$ cat src/rtl/result_collector_pkg.sv
// Shared definitions for the result collector: FSM encoding and the field
// layout of the one-byte page result reported over the UART.
package result_collector_pkg;

  typedef enum logic [2:0] {
    S_IDLE    = 3'd0,
    S_WAIT    = 3'd1,
    S_POP     = 3'd2,
    S_CAPTURE = 3'd3,
    S_DECODE  = 3'd4,
    S_DONE    = 3'd5
  } state_t;

  localparam int FMT_BIT  = 7;
  localparam int PASS_BIT = 6;
  localparam int RSVD_MSB = 5;
  localparam int RSVD_LSB = 4;
  localparam int PAGE_MSB = 3;
  localparam int PAGE_LSB = 0;

  localparam int DEFAULT_NUM_PAGES = 14;
  localparam int COUNT_W           = 5;

endpackage

$ cat src/rtl/result_collector_decoder.sv
// Splits a result byte into page/pass fields and flags whether it is well
// formed for a run of NUM_PAGES pages.
module result_byte_decoder
  import result_collector_pkg::*;
#(
  parameter int NUM_PAGES = DEFAULT_NUM_PAGES
) (
  input  logic [7:0] result_byte,
  output logic [3:0] page,
  output logic       pass,
  output logic       format_ok
);

  assign page = result_byte[PAGE_MSB:PAGE_LSB];
  assign pass = result_byte[PASS_BIT];

  assign format_ok = !result_byte[FMT_BIT]
                  && (result_byte[RSVD_MSB:RSVD_LSB] == 2'b00)
                  && ({1'b0, page} < 5'(NUM_PAGES));

endmodule

$ cat src/rtl/result_collector.sv
// Pops page-result bytes from the UART RX FIFO, records pass/fail per page
// and flags sequencing, format and inactivity errors for one test run.
module result_collector
  import result_collector_pkg::*;
#(
  parameter int NUM_PAGES      = DEFAULT_NUM_PAGES,
  parameter int TIMEOUT_CYCLES = 25000000
) (
  input  logic                 clk,
  input  logic                 reset,
  input  logic                 start,
  input  logic                 rx_empty,
  input  logic [7:0]           rx_data,
  output logic                 rx_read,
  output logic                 busy,
  output logic                 done,
  output logic [NUM_PAGES-1:0] pass_mask,
  output logic [NUM_PAGES-1:0] recv_mask,
  output logic [COUNT_W-1:0]   pass_count,
  output logic [COUNT_W-1:0]   fail_count,
  output logic                 all_pass,
  output logic                 seq_error,
  output logic                 format_error,
  output logic                 timeout
);

  localparam int                   TO_W    = (TIMEOUT_CYCLES > 1) ? $clog2(TIMEOUT_CYCLES) : 1;
  localparam logic [TO_W-1:0]      TO_LAST = TO_W'(TIMEOUT_CYCLES - 1);
  localparam logic [COUNT_W-1:0]   PAGES_C = COUNT_W'(NUM_PAGES);

  state_t               state, state_next;
  logic [7:0]           byte_reg;
  logic [TO_W-1:0]      to_cnt;
  logic [4:0]           expected_page;

  logic [3:0]           dec_page;
  logic                 dec_pass;
  logic                 dec_ok;
  logic [NUM_PAGES-1:0] page_bit;
  logic                 dup;
  logic                 accept;
  logic                 to_hit;
  logic [COUNT_W-1:0]   recv_after;

  result_byte_decoder #(
    .NUM_PAGES(NUM_PAGES)
  ) u_decoder (
    .result_byte(byte_reg),
    .page       (dec_page),
    .pass       (dec_pass),
    .format_ok  (dec_ok)
  );

  assign page_bit   = NUM_PAGES'(1) << dec_page;
  assign dup        = |(recv_mask & page_bit);
  assign accept     = (state == S_DECODE) && dec_ok && !dup;
  assign recv_after = pass_count + fail_count + COUNT_W'(1);
  assign to_hit     = (state == S_WAIT) && rx_empty && (to_cnt == TO_LAST);

  always_comb begin
    state_next = state;
    if (start) begin
      state_next = S_WAIT;
    end else begin
      case (state)
        S_IDLE:    state_next = S_IDLE;
        S_WAIT: begin
          if (!rx_empty)   state_next = S_POP;
          else if (to_hit) state_next = S_DONE;
        end
        S_POP:     state_next = S_CAPTURE;
        S_CAPTURE: state_next = S_DECODE;
        S_DECODE:  state_next = (accept && recv_after == PAGES_C) ? S_DONE : S_WAIT;
        S_DONE:    state_next = S_DONE;
        default:   state_next = S_IDLE;
      endcase
    end
  end

  always_ff @(posedge clk) begin
    if (reset) begin
      state         <= S_IDLE;
      byte_reg      <= '0;
      to_cnt        <= '0;
      expected_page <= '0;
      pass_mask     <= '0;
      recv_mask     <= '0;
      pass_count    <= '0;
      fail_count    <= '0;
      seq_error     <= 1'b0;
      format_error  <= 1'b0;
      timeout       <= 1'b0;
    end else begin
      state <= state_next;
      if (start) begin
        to_cnt        <= '0;
        expected_page <= '0;
        pass_mask     <= '0;
        recv_mask     <= '0;
        pass_count    <= '0;
        fail_count    <= '0;
        seq_error     <= 1'b0;
        format_error  <= 1'b0;
        timeout       <= 1'b0;
      end else begin
        case (state)
          S_WAIT: begin
            if (rx_empty) begin
              if (to_hit) timeout <= 1'b1;
              else        to_cnt  <= to_cnt + TO_W'(1);
            end
          end
          S_CAPTURE: byte_reg <= rx_data;
          S_DECODE: begin
            to_cnt <= '0;
            if (!dec_ok) begin
              format_error <= 1'b1;
            end else if (dup) begin
              seq_error <= 1'b1;
            end else begin
              // Out-of-order pages are flagged but still recorded.
              if ({1'b0, dec_page} != expected_page) seq_error <= 1'b1;
              recv_mask     <= recv_mask | page_bit;
              pass_mask     <= dec_pass ? (pass_mask | page_bit) : (pass_mask & ~page_bit);
              expected_page <= {1'b0, dec_page} + 5'd1;
              if (dec_pass) pass_count <= pass_count + COUNT_W'(1);
              else          fail_count <= fail_count + COUNT_W'(1);
            end
          end
          default: ;
        endcase
      end
    end
  end

  assign rx_read  = (state == S_POP);
  assign busy     = (state != S_IDLE) && (state != S_DONE);
  assign done     = (state == S_DONE);
  assign all_pass = done && !timeout && (fail_count == '0) && !seq_error && !format_error;

endmodule

$ cat config.mk
export PLATFORM = sky130hd
export DESIGN_NAME = result_collector
export DESIGN_NICKNAME = d
export VERILOG_FILES = /design/src/rtl/result_collector_pkg.sv /design/src/rtl/result_collector_decoder.sv /design/src/rtl/result_collector.sv
export SDC_FILE = /design/constraint.sdc
export NUM_CORES = 1
export LEC_CHECK = 0
export BUFFER_PORTS_ARGS = -buffer_cell sky130_fd_sc_hd__buf_2
export CAP_MARGIN = 5
export CORE_UTILIZATION = 58
export CTS_CLUSTER_SIZE = 8
export DETAILED_ROUTE_END_ITERATION = 8
export PLACE_DENSITY = 0.76
export SYNTH_ARGS = -nofsm -noshare
export SYNTH_HDL_FRONTEND = slang
export SYNTH_SLANG_ARGS = --single-unit
$ cat constraint.sdc
create_clock -name clk -period 3.3 [get_ports clk]
set_input_delay 0.99 -clock clk [delete_from_list [all_inputs] [get_ports clk]]
set_output_delay 0.99 -clock clk [all_outputs]
set_load 0.005 [all_outputs]
==> qor.yml <==
clock_network:
  clockBufferDepth: 2
  cts_sinks: 82
  cts_tree: "done"
  cts_root_buf: "clkbuf_8"
  postCtsSetupBuffers: 0
  clkLatencyLatePin_ns: 0.36
  clk_pin_slew_worst_paths_ns: 0.09
  cts_buffers: 9
  cts_resized: 0
  cts_max_level: 3
  hold_buffers: 0
sta:
  setup-tns-final_ns: 0
  timing.clock.skew_ns: 0.01372
  setup_violations: 0
  drv_slew: 0
  rsz0062_at_grt: "false"
  hold_violations: 0
  period_needed_ns: 2.659
  worst_pin_slew_ns: 0.8044
  fin_crit_sh: 0.8058
  timing.hold.ws_ns: 0.4615
  max_freq_ghz: 0.3760
  maxSlewHeadroom: 0.4593
synth:
  ys_ff_latch: 82
  synth_cells: 505
  syn_nets: 532
  syn-mean-instance-area_um2: 8.389
  synthFlopType: "dfxtp_1"
  netlist_area_mm2: 0.004237
  synth_top_area_share: 0.3875
  synth_top_cell_by_area: "dfxtp_1"
  netlist-cell-type-count: 50
  ys_warn_count: 0
  synth_area_leaders: "dfxtp_1 (39%), mux2i_1 (7.3%), nand2_1 (5.2%)"
  yosysSeqAreaShare: 0.3875
  async_reset_ff_frac: 0
  synth_edf_count: 0
run_status:
  outcome: "finished, final reports clean"
worst_setup_path:
  slowest_delay_ns: 0.34
  reg2reg_from: "byte_reg[2]"
  reg2reg_depth: 7
  cpMaxStageDelayCell: "dfxtp_1"
  cp_max_fo: 4
  cp_data_arrival_time_ns: 1.67
  cp-start-kind: "flip-flop"
  worstPathRequired_ns: 2.31
  startpoint: "fail_count[0]"
  path_cells: "inv_1, ha_1, nor4b_1, nand2_1, nor4_1, buf_2"
  critPathKind: "flip-flop to primary output"
  worstSetupEndpointType: "primary output"
cells_and_area:
  register_area_mm2: 0.001642
  diodes: 0
  nNetsFinal: 577
  layout-drive-gt1-share: 0.1676
  fin_area_mm2: 0.004793
  final_util: 0.6940
  multi_input_area_mm2: 0.002380
  area_growth_pct: 13.14
  fillers: 596
pwr:
  total_power_mw: 1.894
  leakage_nw: 1.929
  powerDensity_mw_per_mm2: 395.2
  ir_drop_v: 0.0002699
routing:
  drt_iter0_markers: 225
  drcViolationCount: 0
  wl_um: 9785
  via_per_inst: 5.863
  ant_nets: 0
  vias: 3817
  wl_per_cell_um: 15.03
  first_pass_iters: 4
die:
  io_pins: 57
  rows: 30
  die_width_um: 87.47
  die_y_um: 87.47
  initial_utilization: 0.6134
  coreArea_mm2: 0.006907
  dieArea_mm2: 0.007650
grt:
  grt-ovfl-total: 0
  grt_pass1_wl_um: 16460
  grt_max_degree: 36
  first_global_vias: 3572
  antenna_found_initial: 0
  track_usage: 0.2746
job:
  cap_violations: 0
placed_design:
  place_congestion: 0.8924
  port_buffers: 56
  hpwl_um: 6901
  place_area_mm2: 0.004557
min_path:
  hold_class: "flip-flop to flip-flop"
  min_path_cells: 2
-- synthesized netlist by cell type (all sizes together), types with 7 or more instances --
cell    count
dfxtp      82
nand2      59
nor2       40
a21oi      36
mux2i      31
nand4      26
nand3      25
inv        24
or3        21
clkbuf     17
ha         15
or4        13
o21ai      12
buf        11
nor3       10
xor2        9
nor4        8
xnor2       8
and3        7
-- cell usage in the layout, fill, tap and decap left out, types with 5 or more instances in the layout --
cell type | Yosys | layout
nor4_1 | 6 | 5
nand3_1 | 25 | 25
ha_1 | 15 | 15
clkbuf_8 | 0 | 11
a21oi_1 | 36 | 36
and3_1 | 7 | 7
nor3_1 | 10 | 9
mux2i_1 | 31 | 31
nand4_1 | 26 | 26
dfxtp_1 | 82 | 82
inv_1 | 24 | 24
buf_4 | 3 | 6
or4_1 | 9 | 9
buf_2 | 6 | 56
o21ai_0 | 11 | 11
xor2_1 | 9 | 9
a211oi_1 | 5 | 5
nand2_1 | 59 | 59
or3_1 | 19 | 19
and4_1 | 5 | 5
xnor2_1 | 8 | 8
nor2_1 | 40 | 39
-- layout make-up --
cell class,count,share of cell area
Timing Repair Buffer,62,0.06787
Multi-Input combinational cell,371,0.4965
Tap cell,96,0.02506
Clock inverter,5,0.01775
Sequential cell,82,0.3425
Inverter,24,0.01879
Clock buffer,11,0.03158
-- worst max-delay path: cells and delay by family, from the launching register on --
kind	cells	cell delay, ns
buffers and inverters	2	0.28
adder cells (fa/ha/maj)	1	0.19
flip-flops	1	0.34
AND/OR/NAND/NOR	3	0.50
-- cell families after synthesis --
family,after synthesis,share of synthesized area
AOI/OAI and AO/OA,71,0.09834
xor gates and xnor gates,17,0.03515
adders and majority gates,15,0.04430
buffers and inverters,52,0.05405
DFF,82,0.3875
muxes,32,0.07590
and+or+nand+nor,236,0.3048
-- per-layer routing --
metal,global-route usage,up-vias,part of all wire
met5,0,-,0
met4,0.1133,0,0.021
met3,0.05308,21,0.047
met2,0.4837,99,0.50
met1,0.3255,1798,0.43
li1,-,1899,-
-- path summary, 6_finish.rpt --
path                            slack [ns]         to
worst max-delay path                  0.64   all_pass
worst min register to register        0.46  flip-flop
worst min-delay path                  0.46  flip-flop
worst max register to register        0.70  flip-flop
-- through the flow --
stage                     worst slack, ns  std cells
after floorplan                    0.8450        505
after global placement             0.7096        635
after detailed placement           0.6383        635
after CTS                          0.6319        651
after global routing               0.4195        651
final                              0.6407        651
-- report_power, final --
group          internal, mW  switching (mW)
clock                 0.472           0.375
combinational        0.0173          0.0371
sequential            0.990         0.00344
Note: power is estimated with default switching activity, not from simulation.
